==> config.mk <==
export PLATFORM = sky130hd
export DESIGN_NAME = wb_stage
export DESIGN_NICKNAME = d
export VERILOG_FILES = /design/src/rtl/wb_stage.sv
export SDC_FILE = /design/constraint.sdc
export NUM_CORES = 1
export LEC_CHECK = 0
export CORE_ASPECT_RATIO = 1.4
export CORE_MARGIN = 3
export CORE_UTILIZATION = 43
export CTS_BUF_LIST = sky130_fd_sc_hd__clkbuf_4 sky130_fd_sc_hd__clkbuf_8 sky130_fd_sc_hd__clkbuf_16
export CTS_CLUSTER_DIAMETER = 30
export DETAILED_ROUTE_END_ITERATION = 6
export PLACE_DENSITY_LB_ADDON = 0.2
export SLEW_MARGIN = 10
export SYNTH_ARGS = -nofsm -noshare
export SYNTH_HDL_FRONTEND = slang
export SYNTH_SLANG_ARGS = --single-unit
==> constraint.sdc <==
create_clock -name clk -period 2.2 [get_ports clk]
set_input_delay 0.22 -clock clk [delete_from_list [all_inputs] [get_ports clk]]
set_output_delay 0.22 -clock clk [all_outputs]
set_load 0.05 [all_outputs]
==> src/rtl/wb_stage.sv <==
// Writeback stage: M->W pipeline register with stall/flush, sub-word load
// extension, write-data select, $0 write suppression and a retire counter.
module wb_stage #(
  parameter int unsigned DATA_W = 32,
  parameter int unsigned REG_AW = 5,
  parameter int unsigned CNT_W  = 32
) (
  input  logic              clk,
  input  logic              reset,
  input  logic              en_i,
  input  logic              flush_i,
  input  logic              valid_M_i,
  input  logic [31:0]       pc_M_i,
  input  logic [DATA_W-1:0] mem_rdata_M_i,
  input  logic [DATA_W-1:0] alu_M_i,
  input  logic [DATA_W-1:0] hilo_M_i,
  input  logic              regWrite_M_i,
  input  logic [REG_AW-1:0] a3_M_i,
  input  logic [1:0]        wdsel_M_i,
  input  logic [2:0]        ld_type_M_i,
  input  logic [1:0]        addr_lo_M_i,
  output logic              regWrite_D_o,
  output logic [REG_AW-1:0] a3_D_o,
  output logic [DATA_W-1:0] wd_D_o,
  output logic [31:0]       pc_W_o,
  output logic              valid_W_o,
  output logic [CNT_W-1:0]  retire_cnt_o
);

  typedef enum logic [1:0] {
    WD_MEM  = 2'd0,
    WD_ALU  = 2'd1,
    WD_LINK = 2'd2,
    WD_HILO = 2'd3
  } wdsel_e;

  // Codes 5..7 are not listed and fall through to the full-word path.
  typedef enum logic [2:0] {
    LD_W  = 3'd0,
    LD_B  = 3'd1,
    LD_BU = 3'd2,
    LD_H  = 3'd3,
    LD_HU = 3'd4
  } ld_type_e;

  logic              valid_q;
  logic [31:0]       pc_q;
  logic [DATA_W-1:0] rdata_q;
  logic [DATA_W-1:0] alu_q;
  logic [DATA_W-1:0] hilo_q;
  logic              regwrite_q;
  logic [REG_AW-1:0] a3_q;
  wdsel_e            wdsel_q;
  logic [2:0]        ld_q;
  logic [1:0]        addr_lo_q;
  logic [CNT_W-1:0]  cnt_q;

  logic [7:0]        byte_v;
  logic [15:0]       half_v;
  logic [DATA_W-1:0] ld_ext;
  logic [DATA_W-1:0] link_ext;

  // W pipeline register: reset and flush both load an all-zero bubble,
  // flush taking effect even while stalled.
  always_ff @(posedge clk) begin
    if (reset || flush_i) begin
      valid_q    <= 1'b0;
      pc_q       <= '0;
      rdata_q    <= '0;
      alu_q      <= '0;
      hilo_q     <= '0;
      regwrite_q <= 1'b0;
      a3_q       <= '0;
      wdsel_q    <= WD_MEM;
      ld_q       <= '0;
      addr_lo_q  <= '0;
    end else if (en_i) begin
      valid_q    <= valid_M_i;
      pc_q       <= pc_M_i;
      rdata_q    <= mem_rdata_M_i;
      alu_q      <= alu_M_i;
      hilo_q     <= hilo_M_i;
      regwrite_q <= regWrite_M_i;
      a3_q       <= a3_M_i;
      wdsel_q    <= wdsel_e'(wdsel_M_i);
      ld_q       <= ld_type_M_i;
      addr_lo_q  <= addr_lo_M_i;
    end
  end

  // Retire counter: counts instructions actually accepted into W.
  always_ff @(posedge clk) begin
    if (reset) begin
      cnt_q <= '0;
    end else if (!flush_i && en_i && valid_M_i) begin
      cnt_q <= cnt_q + CNT_W'(1);
    end
  end

  // Sub-word load extension on the low 32 bits of the registered read data.
  always_comb begin
    byte_v = 8'h00;
    case (addr_lo_q)
      2'd0: byte_v = rdata_q[7:0];
      2'd1: byte_v = rdata_q[15:8];
      2'd2: byte_v = rdata_q[23:16];
      2'd3: byte_v = rdata_q[31:24];
      default: byte_v = 8'h00;
    endcase
    half_v = addr_lo_q[1] ? rdata_q[31:16] : rdata_q[15:0];
    ld_ext = rdata_q;
    case (ld_q)
      LD_B: begin
        ld_ext       = {DATA_W{byte_v[7]}};
        ld_ext[7:0]  = byte_v;
      end
      LD_BU: begin
        ld_ext       = '0;
        ld_ext[7:0]  = byte_v;
      end
      LD_H: begin
        ld_ext       = {DATA_W{half_v[15]}};
        ld_ext[15:0] = half_v;
      end
      LD_HU: begin
        ld_ext       = '0;
        ld_ext[15:0] = half_v;
      end
      default: ld_ext = rdata_q;
    endcase
  end

  // Write-data select; the link address wraps at 32 bits and is zero-extended.
  always_comb begin
    link_ext       = '0;
    link_ext[31:0] = pc_q + 32'd8;
    wd_D_o         = ld_ext;
    case (wdsel_q)
      WD_MEM:  wd_D_o = ld_ext;
      WD_ALU:  wd_D_o = alu_q;
      WD_LINK: wd_D_o = link_ext;
      WD_HILO: wd_D_o = hilo_q;
      default: wd_D_o = ld_ext;
    endcase
  end

  assign regWrite_D_o = regwrite_q & valid_q & (a3_q != '0);
  assign a3_D_o       = a3_q;
  assign pc_W_o       = pc_q;
  assign valid_W_o    = valid_q;
  assign retire_cnt_o = cnt_q;

endmodule

==> results.tsv <==
stage	metric	value	unit
run_status	outcome	complete, but fails checks	
run_status	violations	setup timing	
clock_tree	cts-buffers-inserted	17	
flow_run	cap_violations	0	
clock_tree	clk-insertion-delay-late	0.42	ns
placement	place_congestion	0.947	
finish	final_common_cell	clkdlybuf4s50_1	
clock_tree	clk_pin_slew	0.07	ns
setup_path	cp_max_fo	10	
routing	vias	8386	
sta	max_freq	375	MHz
setup_path	critPathArrivalTime	2.44	ns
global_routing	first_global_vias	8305	
placement	dp_hpwl	20900	um
sta	setup_slack	-0.464	ns
sta	period_minus_slack	2.66	ns
logic_synthesis	yosys_warnings	0	
logic_synthesis	yosysUniqueCellTypes	54	
die	start_util	0.441	
global_routing	grt.busiest_layer	met2	
logic_synthesis	synthCells	937	
global_routing	use_met1	0.332	
routing	dr.pass1.iters	5	
logic_synthesis	ys_ff_latch	174	
global_routing	antenna_found_initial	4	
power	ir_drop	0.000501	V
routing	routedWlPerCell	20.5	um
clock_tree	clock_sink_count	174	
finish	regArea	3570	um^2
die	core_area	18800	um^2
routing	drt_iter0_drc	601	
sta	hold_violations	0	
logic_synthesis	synth-edff-count	0	
die	fp-row-count	59	
setup_path	cp.required	1.98	ns
finish	mostFrequentLayoutCells	clkdlybuf4s50_1, nor2_1, mux2i_1, dfxtp_1, buf_4	
die	die_area	20900	um^2
min_path	min_path_type	in2reg	
die	dieWidth	123	um
finish	fill_cells	1332	
logic_synthesis	synth-main-ff-cell	dfxtp_1	
sta	tns	-10.63	ns
setup_path	critPathLaunchType	flip-flop	
finish	final_nets	1401	
logic_synthesis	synth_fp_nets	1085	
sta	rsz0062_at_grt	yes	
power	p_leak	5.27	nW
sta	finalSetupViolations	32	
sta	fin_worst_skew	0.00882	ns
routing	drt-total-wl	30900	um
global_routing	use_met3	0.0539	
sta	finalCritPeriodShare	1.21	
logic_synthesis	postSynthAreaPerCell	8.82	um^2
global_routing	use_met2	0.477	
placement	port_buffers	248	
sta	slew_violations	0	
sta	worst_pin_slew	0.815	ns
clock_tree	cts-root-buf	clkbuf_16	
setup_path	cp-end-kind	output port	
logic_synthesis	synth-async-reset-ratio	0	
global_routing	grt_pass1_wl	45100	um
die	design.portCount	249	
logic_synthesis	synthesis.area	8260	um^2
finish	synthToLayoutAreaGrowth	69.2	%
global_routing	grtUsageTotal	0.277	
logic_synthesis	yosysSeqAreaShare	0.422	
setup_path	path_class	reg2out	
die	die_h	170	um
clock_tree	htree_levels	4	
sta	hold-worst-slack	0.141	ns
clock_tree	cts.path.max_buffers	2	
routing	via_per_inst	5.54	
clock_tree	cts_tree	done	
power	p_per_area	575	nW/um^2
finish	multi_input_area	5630	um^2
global_routing	grt_max_degree	90	
routing	antenna_left	0	
global_routing	grt-ovfl-total	0	
routing	drc	0	
finish	layout-drive-gt1-share	0.272	
sta	slew_headroom	0.457	
-- power breakdown --
group	internal [mW]	leakage [nW]	total, mW	switching [mW]
Sequential	3.22	1.43	3.32	0.0937
Clock	1.66	0.285	3.01	1.35
Combinational	0.844	3.55	1.71	0.864
Total	5.73	5.27	8.04	2.31
-- cells in the mapped netlist (2+ instances only) --
library cell | count | area, um^2
buf_1 | 9 | 33.8
a31o_2 | 3 | 26.3
nand2b_1 | 3 | 18.8
mux2_2 | 2 | 22.5
and3_1 | 3 | 18.8
nor2b_1 | 3 | 18.8
o21a_1 | 5 | 37.5
mux2i_1 | 157 | 1570
a221oi_1 | 16 | 140
clkbuf_2 | 2 | 10.0
o22ai_1 | 4 | 25.0
nand3_1 | 20 | 100
xnor2_1 | 33 | 289
and2_1 | 3 | 18.8
nor3b_1 | 4 | 30.0
xor2_1 | 12 | 105
nor2_1 | 191 | 717
nand3b_1 | 3 | 22.5
nor4_1 | 18 | 113
a31oi_1 | 2 | 12.5
or3_1 | 4 | 25.0
a211oi_1 | 16 | 120
inv_1 | 11 | 41.3
clkbuf_1 | 49 | 184
o21ai_1 | 5 | 25.0
a21oi_1 | 34 | 170
buf_2 | 8 | 40.0
o211ai_1 | 2 | 15.0
and4_1 | 6 | 52.6
o31a_1 | 3 | 26.3
ha_1 | 2 | 25.0
or2_2 | 3 | 18.8
nor3_1 | 18 | 90.1
nand2_1 | 44 | 165
nand4_1 | 16 | 100
o21ai_0 | 32 | 160
dfxtp_1 | 174 | 3480
-- cell type report --
class / instances / area share
inverter: 11 / 0.00295
multi-input combinational: 685 / 0.403
sequential: 174 / 0.255
tap: 244 / 0.0218
timing repair buffer: 364 / 0.275
clock inverter: 13 / 0.00913
antenna: 3 / 0.000537
clock buffer: 19 / 0.0328
-- logic make-up after synthesis --
family	after synthesis	share of synthesized area
DFF	174	0.422
AOI/OAI and AO/OA	131	0.102
buffers and inverters	80	0.0388
and+or+nand+nor	345	0.191
muxes	160	0.196
adders and majority gates	2	0.00303
xor gates and xnor gates	45	0.0477
-- per-layer routing --
metal	up-vias	routed length [um]
met5	-	17
met4	2	1310
met3	84	1760
met2	327	15900
met1	4050	12000
li1	3923	-
-- path summary, 6_finish.rpt --
check	startpoint	endpoint	slack [ns]	cells after the start
setup reg to reg	retire_cnt_o[12]$_SDFFE_PP0P_	retire_cnt_o[27]$_SDFFE_PP0P_	0.24	5
hold reg to reg	hilo_q[17]$_SDFFE_PP0P_	hilo_q[17]$_SDFFE_PP0P_	0.49	2
hold / removal	en_i	alu_q[10]$_SDFFE_PP0P_	0.14	3
setup / recovery	pc_W_o[3]$_SDFFE_PP0P_	wd_D_o[24]	-0.46	8
-- through the flow --
stage | worst slack (ns) | util | cells | power, mW | instance area (um^2)
CTS | -0.493 | 0.729 | 1491 | 8.00 | 13700
floorplan | -0.0919 | - | 937 | 4.17 | 8820
detailed placement | -0.173 | 0.650 | 1432 | 4.91 | 12200
global placement | -0.153 | 0.650 | 1432 | 4.89 | 12200
global route | -0.522 | 0.746 | 1513 | 8.29 | 14000
finish | -0.464 | 0.746 | 1513 | 8.04 | 14000
-- worst max-delay path: stages, from the launching register on --
cell     delay (ns)
dfxtp_4        0.37
buf_6          0.10
nand4_1        0.12
or4_4          0.52
buf_8          0.17
o31a_1         0.30
o21ai_2        0.20
a21oi_4        0.09
buf_12         0.16
-- registers in the layout, summed over array words and instances (netlist names) --
register and count:
ld_q 3, retire_cnt_o 32, pc_W_o 32, a3_D_o 5, regwrite_q 1, wdsel_q 2
valid_W_o 1, addr_lo_q 2, alu_q 32, hilo_q 32, rdata_q 32
-- repair_timing --
item	in CTS	in global routing
gates resized for setup	125	37
buffers inserted	26	23
pin swaps	36	35
setup endpoints to repair	33	32
cloned	2	0
hold buffers	0	0
Power figures use the tool's default switching activity.
